<file path="src/rtl/button_pkg.sv">
// Shared definitions for the pushbutton conditioner.
// Holds the auto-repeat state encoding and the helpers that size the
// per-channel counters from their terminal counts.
package button_pkg;

  // Auto-repeat engine states
  typedef enum logic [1:0] {
    IDLE   = 2'd0,
    DELAY  = 2'd1,
    REPEAT = 2'd2
  } rpt_state_e;

  // Bits needed to count 0 .. n-1; never narrower than one bit
  function automatic int unsigned cnt_width(input int unsigned n);
    return (n <= 2) ? 1 : $clog2(n);
  endfunction

  function automatic int unsigned max_u(input int unsigned a, input int unsigned b);
    return (a > b) ? a : b;
  endfunction

  // Widths at the default 50 MHz timing
  localparam int unsigned DEF_DEBOUNCE_W = cnt_width(1000000);
  localparam int unsigned DEF_REPEAT_W   = cnt_width(max_u(25000000, 5000000));

endpackage

</file>
<file path="src/rtl/button_channel.sv">
// One pushbutton slice: 2-flop synchronizer, polarity normalization,
// counter debounce, press/release strobes and the auto-repeat engine.
// Ports:
//   clk, reset_n   clock, asynchronous active-low reset
//   en             pulse enable; 0 suppresses every strobe and idles repeat
//   raw            asynchronous button pin
//   pressed        debounced level, 1 = held
//   press_pulse    one-cycle strobe on accepted press
//   release_pulse  one-cycle strobe on accepted release
//   action_pulse   press strobe or auto-repeat tick
module button_channel
  import button_pkg::*;
#(
  parameter int unsigned ACTIVE_LOW      = 1,
  parameter int unsigned DEBOUNCE_CYCLES = 1000000,
  parameter int unsigned REPEAT_DELAY    = 25000000,
  parameter int unsigned REPEAT_RATE     = 5000000
) (
  input  logic clk,
  input  logic reset_n,
  input  logic en,
  input  logic raw,
  output logic pressed,
  output logic press_pulse,
  output logic release_pulse,
  output logic action_pulse
);

  localparam int unsigned DB_W = cnt_width(DEBOUNCE_CYCLES);
  localparam int unsigned RP_W = cnt_width(max_u(REPEAT_DELAY, REPEAT_RATE));
  // Raw pin level when the button is not pressed
  localparam logic IDLE_LVL = (ACTIVE_LOW != 0);

  logic            s1, s2;
  logic            norm_c;
  logic            stable;
  logic [DB_W-1:0] db_cnt;
  logic            rise_c, fall_c;

  rpt_state_e      state, state_nxt;
  logic [RP_W-1:0] rpt_cnt, rpt_cnt_nxt;
  logic            tick_c;

  // Synchronizer; resets to the idle pin level so no false press appears
  always_ff @(posedge clk or negedge reset_n) begin
    if (!reset_n) begin
      s1 <= IDLE_LVL;
      s2 <= IDLE_LVL;
    end else begin
      s1 <= raw;
      s2 <= s1;
    end
  end

  assign norm_c = s2 ^ IDLE_LVL;

  // Debounce: accept a new level only after it holds for DEBOUNCE_CYCLES
  always_ff @(posedge clk or negedge reset_n) begin
    if (!reset_n) begin
      stable <= 1'b0;
      db_cnt <= '0;
    end else if (norm_c == stable) begin
      db_cnt <= '0;
    end else if (db_cnt == DB_W'(DEBOUNCE_CYCLES - 1)) begin
      stable <= norm_c;
      db_cnt <= '0;
    end else begin
      db_cnt <= db_cnt + DB_W'(1);
    end
  end

  // pressed lags stable by one cycle, so their difference marks the edge
  assign rise_c = stable & ~pressed;
  assign fall_c = ~stable & pressed;

  // Repeat engine state register
  always_ff @(posedge clk or negedge reset_n) begin
    if (!reset_n) begin
      state   <= IDLE;
      rpt_cnt <= '0;
    end else begin
      state   <= state_nxt;
      rpt_cnt <= rpt_cnt_nxt;
    end
  end

  // Repeat engine next state; release or en=0 always wins without a tick
  always_comb begin
    state_nxt   = state;
    rpt_cnt_nxt = rpt_cnt;
    tick_c      = 1'b0;
    if (!en || fall_c) begin
      state_nxt   = IDLE;
      rpt_cnt_nxt = '0;
    end else begin
      case (state)
        IDLE: begin
          if (rise_c) begin
            state_nxt   = DELAY;
            rpt_cnt_nxt = '0;
          end
        end
        DELAY: begin
          if (rpt_cnt == RP_W'(REPEAT_DELAY - 1)) begin
            tick_c      = 1'b1;
            state_nxt   = REPEAT;
            rpt_cnt_nxt = '0;
          end else begin
            rpt_cnt_nxt = rpt_cnt + RP_W'(1);
          end
        end
        REPEAT: begin
          if (rpt_cnt == RP_W'(REPEAT_RATE - 1)) begin
            tick_c      = 1'b1;
            rpt_cnt_nxt = '0;
          end else begin
            rpt_cnt_nxt = rpt_cnt + RP_W'(1);
          end
        end
        default: begin
          state_nxt   = IDLE;
          rpt_cnt_nxt = '0;
        end
      endcase
    end
  end

  // Registered outputs; ticks only occur outside IDLE so never meet a press
  always_ff @(posedge clk or negedge reset_n) begin
    if (!reset_n) begin
      pressed       <= 1'b0;
      press_pulse   <= 1'b0;
      release_pulse <= 1'b0;
      action_pulse  <= 1'b0;
    end else begin
      pressed       <= stable;
      press_pulse   <= en & rise_c;
      release_pulse <= en & fall_c;
      action_pulse  <= (en & rise_c) | tick_c;
    end
  end

endmodule

</file>
<file path="src/rtl/button_conditioner.sv">
// Conditions the raw pushbuttons for the character display block.
// Every channel is an independent button_channel slice sharing clk/en.
// Ports:
//   clk, reset_n   clock, asynchronous active-low reset
//   en             pulse enable for all channels
//   buttons_raw    asynchronous pushbutton pins
//   pressed        debounced levels, 1 = held
//   press_pulse    one-cycle strobes on accepted press
//   release_pulse  one-cycle strobes on accepted release
//   action_pulse   press strobe or auto-repeat tick per channel
module button_conditioner
  import button_pkg::*;
#(
  parameter int unsigned N_BUTTONS       = 3,
  parameter int unsigned ACTIVE_LOW      = 1,
  parameter int unsigned DEBOUNCE_CYCLES = 1000000,
  parameter int unsigned REPEAT_DELAY    = 25000000,
  parameter int unsigned REPEAT_RATE     = 5000000
) (
  input  logic                 clk,
  input  logic                 reset_n,
  input  logic                 en,
  input  logic [N_BUTTONS-1:0] buttons_raw,
  output logic [N_BUTTONS-1:0] pressed,
  output logic [N_BUTTONS-1:0] press_pulse,
  output logic [N_BUTTONS-1:0] release_pulse,
  output logic [N_BUTTONS-1:0] action_pulse
);

  for (genvar i = 0; i < N_BUTTONS; i++) begin : g_ch
    button_channel #(
      .ACTIVE_LOW      (ACTIVE_LOW),
      .DEBOUNCE_CYCLES (DEBOUNCE_CYCLES),
      .REPEAT_DELAY    (REPEAT_DELAY),
      .REPEAT_RATE     (REPEAT_RATE)
    ) u_ch (
      .clk           (clk),
      .reset_n       (reset_n),
      .en            (en),
      .raw           (buttons_raw[i]),
      .pressed       (pressed[i]),
      .press_pulse   (press_pulse[i]),
      .release_pulse (release_pulse[i]),
      .action_pulse  (action_pulse[i])
    );
  end

endmodule
</file>
<file path="config.mk">
export PLATFORM = sky130hd
export DESIGN_NAME = button_conditioner
export DESIGN_NICKNAME = d
export VERILOG_FILES = /design/src/rtl/button_pkg.sv /design/src/rtl/button_channel.sv /design/src/rtl/button_conditioner.sv
export SDC_FILE = /design/constraint.sdc
export NUM_CORES = 1
export LEC_CHECK = 0
export CAP_MARGIN = 20
export CORE_MARGIN = 2
export CORE_UTILIZATION = 56
export CTS_CLUSTER_DIAMETER = 80
export CTS_CLUSTER_SIZE = 20
export DETAILED_ROUTE_END_ITERATION = 7
export PLACE_DENSITY = 0.78
export RECOVER_POWER = 100
export SLEW_MARGIN = 40
export SYNTH_ARGS = -nofsm -noshare
export SYNTH_HDL_FRONTEND = slang
export SYNTH_HIERARCHICAL = 1
export SYNTH_SLANG_ARGS = --single-unit
</file>
<file path="constraint.sdc">
create_clock -name clk -period 2.5 [get_ports clk]
set_clock_uncertainty 0.05 [all_clocks]
set_input_delay 0.5 -clock clk [delete_from_list [all_inputs] [get_ports clk]]
set_output_delay 0.5 -clock clk [all_outputs]
set_load 0.005 [all_outputs]
</file>
==> results of run 1 <==
==> area by class of cell <==
class,count,area (um2),share of cell area (%)
tap,180,225,2.39
multi-input combinational,638,3940,41.8
clock buffer,20,467,4.96
timing repair buffer,60,490,5.21
clock inverter,12,129,1.37
inverter,28,105,1.12
sequential,162,4060,43.1
==> how the worst min path moves through the flow <==
stage / to / from / cells past startpoint / slack, ns
6_report: g_ch[0].u_ch/s2 / g_ch[0].u_ch/s1 / 0 / 0.31
5_1_grt: g_ch[0].u_ch/s2 / g_ch[0].u_ch/s1 / 0 / 0.31
4_1_cts: g_ch[0].u_ch/s2 / g_ch[0].u_ch/s1 / 0 / 0.31
3_5_place_dp: g_ch[0].u_ch/s2 / g_ch[0].u_ch/s1 / 0 / 0.30
3_3_place_gp: g_ch[0].u_ch/s2 / g_ch[0].u_ch/s1 / 0 / 0.30
2_1_floorplan: g_ch[0].u_ch/action_pulse / reset_n / 0 / 0.15
==> what timing repair did <==
item | 4_1_cts | 5_1_grt
hold buffers | 1 | 0
setup endpoints to repair | 49 | 38
resized for setup | 9 | 16
endpoints found under the hold margin | 49 | 0
gates cloned | 4 | 0
buffers inserted | 2 | 1
pin swaps | 6 | 16
==> cell families after synthesis <==
logic type	Yosys count
XOR/XNOR	120
AO/OA/AOI/OAI	42
adder cells (fa/ha/maj)	18
buffers and inverters	43
multiplexers	6
AND/OR/NAND/NOR	448
flip-flops	162
==> report_power, final <==
group	switching, mW	internal [mW]
Combinational	0.113	0.0353
Clock	1.05	1.55
Sequential	0.0146	2.64
Total	1.18	4.23
==> synth_stat cells, drive strengths merged (6+ instances only) <==
cell type / instances / area share (%)
and3: 23 / 1.8
buf: 10 / 1.1
dfrtp: 156 / 48
dfstp: 6 / 1.9
ha: 18 / 2.8
inv: 28 / 1.3
nand2: 74 / 3.4
nand3: 67 / 4.1
nand4: 27 / 2.1
nor2: 177 / 8.3
nor2b: 7 / 0.54
nor3: 26 / 1.6
nor4: 7 / 0.54
nor4b: 7 / 0.76
o21ai: 10 / 0.62
or4: 9 / 0.96
xnor2: 60 / 6.5
xor2: 60 / 6.5
==> through the flow <==
step / util (%) / setup slack (ns)
after floorplan: - / 0.0100
after global placement: 62.2 / -0.0197
after detailed placement: 62.2 / -0.176
after CTS: 67.2 / 0.00599
after global routing: 67.3 / -0.0793
final: 67.3 / -0.0407
==> worst max-delay path, stage by stage, from the launching register on <==
cell and delay, ns:
dfrtp_1 0.40, or4b_4 0.54, or4_4 0.47, o41ai_4 0.44, a21o_4 0.22, nor2_1 0.05, a211o_1 0.26
==> routing by layer <==
| layer | global-route usage (%) | part of all wire, % |
|---|---|---|
| met3 | 4.76 | 3.2 |
| met4 | 9.20 | 2.0 |
| met2 | 36.0 | 47 |
| met1 | 31.5 | 47 |
| met5 | 0 | 0 |
==> cells in the final DEF (no fill, tap or decap), types with 6 or more instances in the layout <==
cell and n:
o21ai_0 8, and3_1 21, buf_4 32, xnor2_1 60, nor2_1 170, nand2_1 74
nand3_1 67, xor2_1 60, ha_1 17, nand4_1 27, inv_1 28, nor2b_1 7
nor4b_1 6, dfrtp_1 156, nor2_2 6, nor4_1 7, nor3_1 26, dlygate4sd3_1 14
clkbuf_16 17
==> metrics.txt, run 1 <==
CP Class=flip-flop to flip-flop; Ports=18; RSZ-0062 raised after global routing=yes; Power per Cell Area=roughly 570 nW/um2; synthesized area=roughly 8100 um2; Max IR drop VDD=between 0.5 and 0.6 mV; Hold Crit Class=flip-flop to flip-flop; Worst-path clk slew=roughly 0.070 ns; final instance area=around 9400 um2; f_max=between 300 and 400 MHz; # port buffers=17; Worst Setup EP=g_ch[1].u_ch/rpt_cnt[3]; top_reg_cell synth=dfrtp_1; Synth Area in Simple Gates=between 20% and 30%; DRT Pass-1 Iters=5; Hold WS=0.306 ns; Clock H-tree levels=4; DP HPWL=~11 mm; number of remaining DRC errors=0; Largest regs=g_ch.u_ch/rpt_cnt x75, g_ch.u_ch/db_cnt x60, g_ch.u_ch/state x6; die height=between 100 and 150 um; final worst slack=-0.0407 ns; time the worst path needs with I/O delays and setup=approximately 2.5 ns; die area=roughly 15,000 um2; wire length of the first global-routing pass=roughly 28 mm; cell leakage power=4.05 nW; number of synthesized register bits=around 160; Worst Path Max Fanout=5; async set-reset flop share out of synthesis=between 90% and 100%; total number of vias=approximately 6,100; DRT iter0 DRCs=400; Compound-Gate Fraction of Synth Area=between 4 and 5%; Yosys cell types=50; number of synthesized flops with an enable pin=0; max-slew violations=0; Seq/Total Area, Yosys=between 50 and 60%; mux share of post-synthesis cell area=less than 1%; nets=around 930; antenna viol nets, final=0; largest net degree at the start of global routing=67; worst flop-to-flop path startpoint=g_ch[1].u_ch/rpt_cnt[6]; status=finished with violations; Critical Path End Type=flip-flop; Area growth syn-to-layout=16.4%; grt ovf=0; xor-xnor portion of the synthesized cell area=between 10% and 20%; worst-skew pair later-pin latency=roughly 0.43 ns; routed len/inst=around 15 um; DRT Wirelength=16.2 mm; max reg flops=between 70 and 80; CP required=about 2.8 ns; TritonCTS buffer count=17; CTS tree=built; Initial Util=slightly below 60%; GRT Util Overall=a little under a quarter; ant diodes=0; syn_area_per_cell=~9.6 um2; Sink Count=about 160; yosys warns=6; Syn Nets=between 800 and 900; Critical Path Start Type=flip-flop; Clock Tree Root=clkbuf_16; Max transition margin=approximately an eighth; R2R Path End=g_ch[1].u_ch/rpt_cnt[3]; failing checks=setup timing; largest family of logic cells by synthesized area=simple AND/OR/NAND/NOR gates; reg2reg setup slack=-0.04 ns; routed vias/inst=roughly 5.5; Core ar.=roughly 14,000 um2; Final Setup Violations=17; initial antenna violation count=0; row count=43; Worst Reg-to-Reg Cells=6; Syn Inst Count=roughly 840; Layout Cells excl Fill=between 1,000 and 1,500; Fin Setup TNS=-0.259 ns; total power=between 5 and 6 mW; Die Width=124 um; share of cells above drive strength 1=between 10 and 15%; transition time of the tightest slew-check pin=between 1 and 1.5 ns; period utilisation layout=102%; final-layout fill cell count=about 1,100; Placed Cells=roughly 1,100; largest register by flop count=g_ch.u_ch/rpt_cnt; number of max-cap violations=0; final hold viol count=0; vias in the first global route=5,827; Setup crit start=g_ch[1].u_ch/rpt_cnt[6]; CTS max path bufs=2; Synth Area in Adders=around 2.8%; Post-DP Area=8700 um2; RePlAce Congestion=~0.85; Critical Path AT=approximately 2.8 ns
(Power assumes the default switching activity.)
==> inputs of run 2 (changes only) <==
--- a/config.mk
+++ b/config.mk
@@ -11,6 +11,7 @@
 export CTS_CLUSTER_DIAMETER = 80
 export CTS_CLUSTER_SIZE = 20
 export DETAILED_ROUTE_END_ITERATION = 7
+export MAX_ROUTING_LAYER = met4
 export PLACE_DENSITY = 0.78
 export RECOVER_POWER = 100
 export SLEW_MARGIN = 40
==> metrics.txt, run 2 (synthesis results as in run 1) <==
time the worst path needs with I/O delays and setup=2.54 ns; period utilisation layout=102%; initial antenna violation count=0; Final Setup Violations=17; Critical Path End Type=flip-flop; largest net degree at the start of global routing=67; Worst-path clk slew=approximately 0.06 ns; Clock Tree Root=clkbuf_16; max reg flops=75; row count=43; Die Width=between 100 and 150 um; largest stage delay on the critical path=around 0.54 ns; most common cell after layout, fill and taps aside=nor2_1; number of max-cap violations=0; crit-path cells=or4b_4 > or4_4 > o41ai_4 > a21o_4 > nor2_1 > a211o_1; die height=124 um; Power per Cell Area=about 570 nW/um2; RePlAce Congestion=approximately 0.86; total power=5.40 mW; Largest regs=g_ch.u_ch/rpt_cnt x75, g_ch.u_ch/db_cnt x60, g_ch.u_ch/state x6; Place WS=-0.176 ns; Max IR drop VDD=0.572 mV; Max transition margin=a little under an eighth; routed len/inst=14.7 um; f_max=approximately 390 MHz; Final Util=67.3%; Clock H-tree levels=4; RSZ-0062 raised after global routing=yes; max-slew violations=0; Area growth syn-to-layout=16.4%; total number of vias=about 6,000; detailed-routed wire length on met2=7.73 mm; antenna viol nets, final=0; ant diodes=0; Ports=18; DRT Pass-1 Iters=5; routed vias/inst=5.55; TritonCTS buffer count=17; Placed Cells=approximately 1,100; Met1 Routed Length=7.64 mm; Core ar.=~14,000 um2; largest register by flop count=g_ch.u_ch/rpt_cnt; CP Class=flip-flop to flip-flop; wire length of the first global-routing pass=approximately 28 mm; Initial Util=between 50% and 60%; CTS max path bufs=2; Fin Setup TNS=-0.339 ns; Critical Path Start Type=flip-flop; commonest non-fill, non-tap cells in the layout=170 x nor2_1, 156 x dfrtp_1, 74 x nand2_1; CP required=around 2.8 ns; worst-skew pair later-pin latency=roughly 0.43 ns; vias in the first global route=5,825; Hold Crit Class=flip-flop to flip-flop; DRT iter0 DRCs=slightly below 400; uppermost layer routed=met4; Critical Path AT=~2.8 ns; WL met3=between 500 and 600 um; Sink Count=~160; transition time of the tightest slew-check pin=about 1.3 ns; die area=15,400 um2; share of cells above drive strength 1=between 10% and 20%; Slowest cell on crit path=or4b_4; Worst Path Max Fanout=5; grt ovf=0; cell leakage power=4.05 nW; DP HPWL=roughly 11 mm; status=finished with violations; GRT Util Overall=a little under a quarter; final hold viol count=0; final worst slack=-0.0412 ns; DRT Wirelength=around 16 mm; nets=about 930; number of remaining DRC errors=0; failing checks=setup timing; # port buffers=17; CTS tree=built; Layout Cells excl Fill=roughly 1,100
## run 2: cell counts in the layout (fill, tap and decap cells not counted)
No cell type changed its count.
## run 2: worst max-delay path, delay by kind of cell, from the launching register on
family / cells / cell delay [ns]
AND/OR/NAND/NOR: 3 / 1.06
flip-flops: 1 / 0.40
AO/OA/AOI/OAI: 3 / 0.92
## run 2: stage by stage
stage | hold slack, ns | cell area, um2
after floorplan | 0.154 | 8090
after global placement | 0.296 | 8700
after detailed placement | 0.297 | 8700
after CTS | 0.306 | 9400
after global routing | 0.310 | 9410
final | 0.306 | 9410
## run 2: path summary, 6_finish.rpt
| path | depth (start not counted) | endpoint | slack [ns] | from |
|---|---|---|---|---|
| worst min register to register | 0 | g_ch[0].u_ch/s2 | 0.31 | g_ch[0].u_ch/s1 |
| max in group asynchronous | 3 | g_ch[1].u_ch/rpt_cnt[23] | 0.31 | reset_n |
| worst min-delay path | 0 | g_ch[0].u_ch/s2 | 0.31 | g_ch[0].u_ch/s1 |
| worst max-delay path | 6 | g_ch[1].u_ch/rpt_cnt[3] | -0.04 | g_ch[1].u_ch/rpt_cnt[6] |
| worst max register to register | 6 | g_ch[1].u_ch/rpt_cnt[3] | -0.04 | g_ch[1].u_ch/rpt_cnt[6] |
| min in group asynchronous | 2 | g_ch[2].u_ch/db_cnt[18] | 0.86 | reset_n |
## run 2: cell type report
cell class | instances | area (um2)
fillers | 1098 | 4580
flip-flops and latches | 162 | 4060
multi-input cells | 638 | 3940
repair buffers | 60 | 490
clock buffers | 20 | 467
well taps | 180 | 225
clock inverters | 12 | 129
inverters | 28 | 105
## run 2: repair_timing
action | 4_1_cts | 5_1_grt
endpoints found under the setup margin | 49 | 38
resized for setup | 9 | 16
pin swaps | 6 | 16
buffers inserted | 2 | 1
cloned | 4 | 0
endpoints found under the hold margin | 49 | 0
hold buffers | 1 | 0
## run 2: layer usage
layer  vias up  track usage, %
met5         -               -
met4         0            8.36
met3        34            5.17
met2       116            36.0
met1      2982            31.6
li1       2974               -
## run 2: report_power, final
part	internal [mW]	total, mW	leakage, nW	switching, mW
combinational	0.0353	0.149	1.53	0.113
clock	1.55	2.59	0.289	1.05
sequential	2.64	2.66	2.24	0.0147
total	4.23	5.40	4.05	1.17
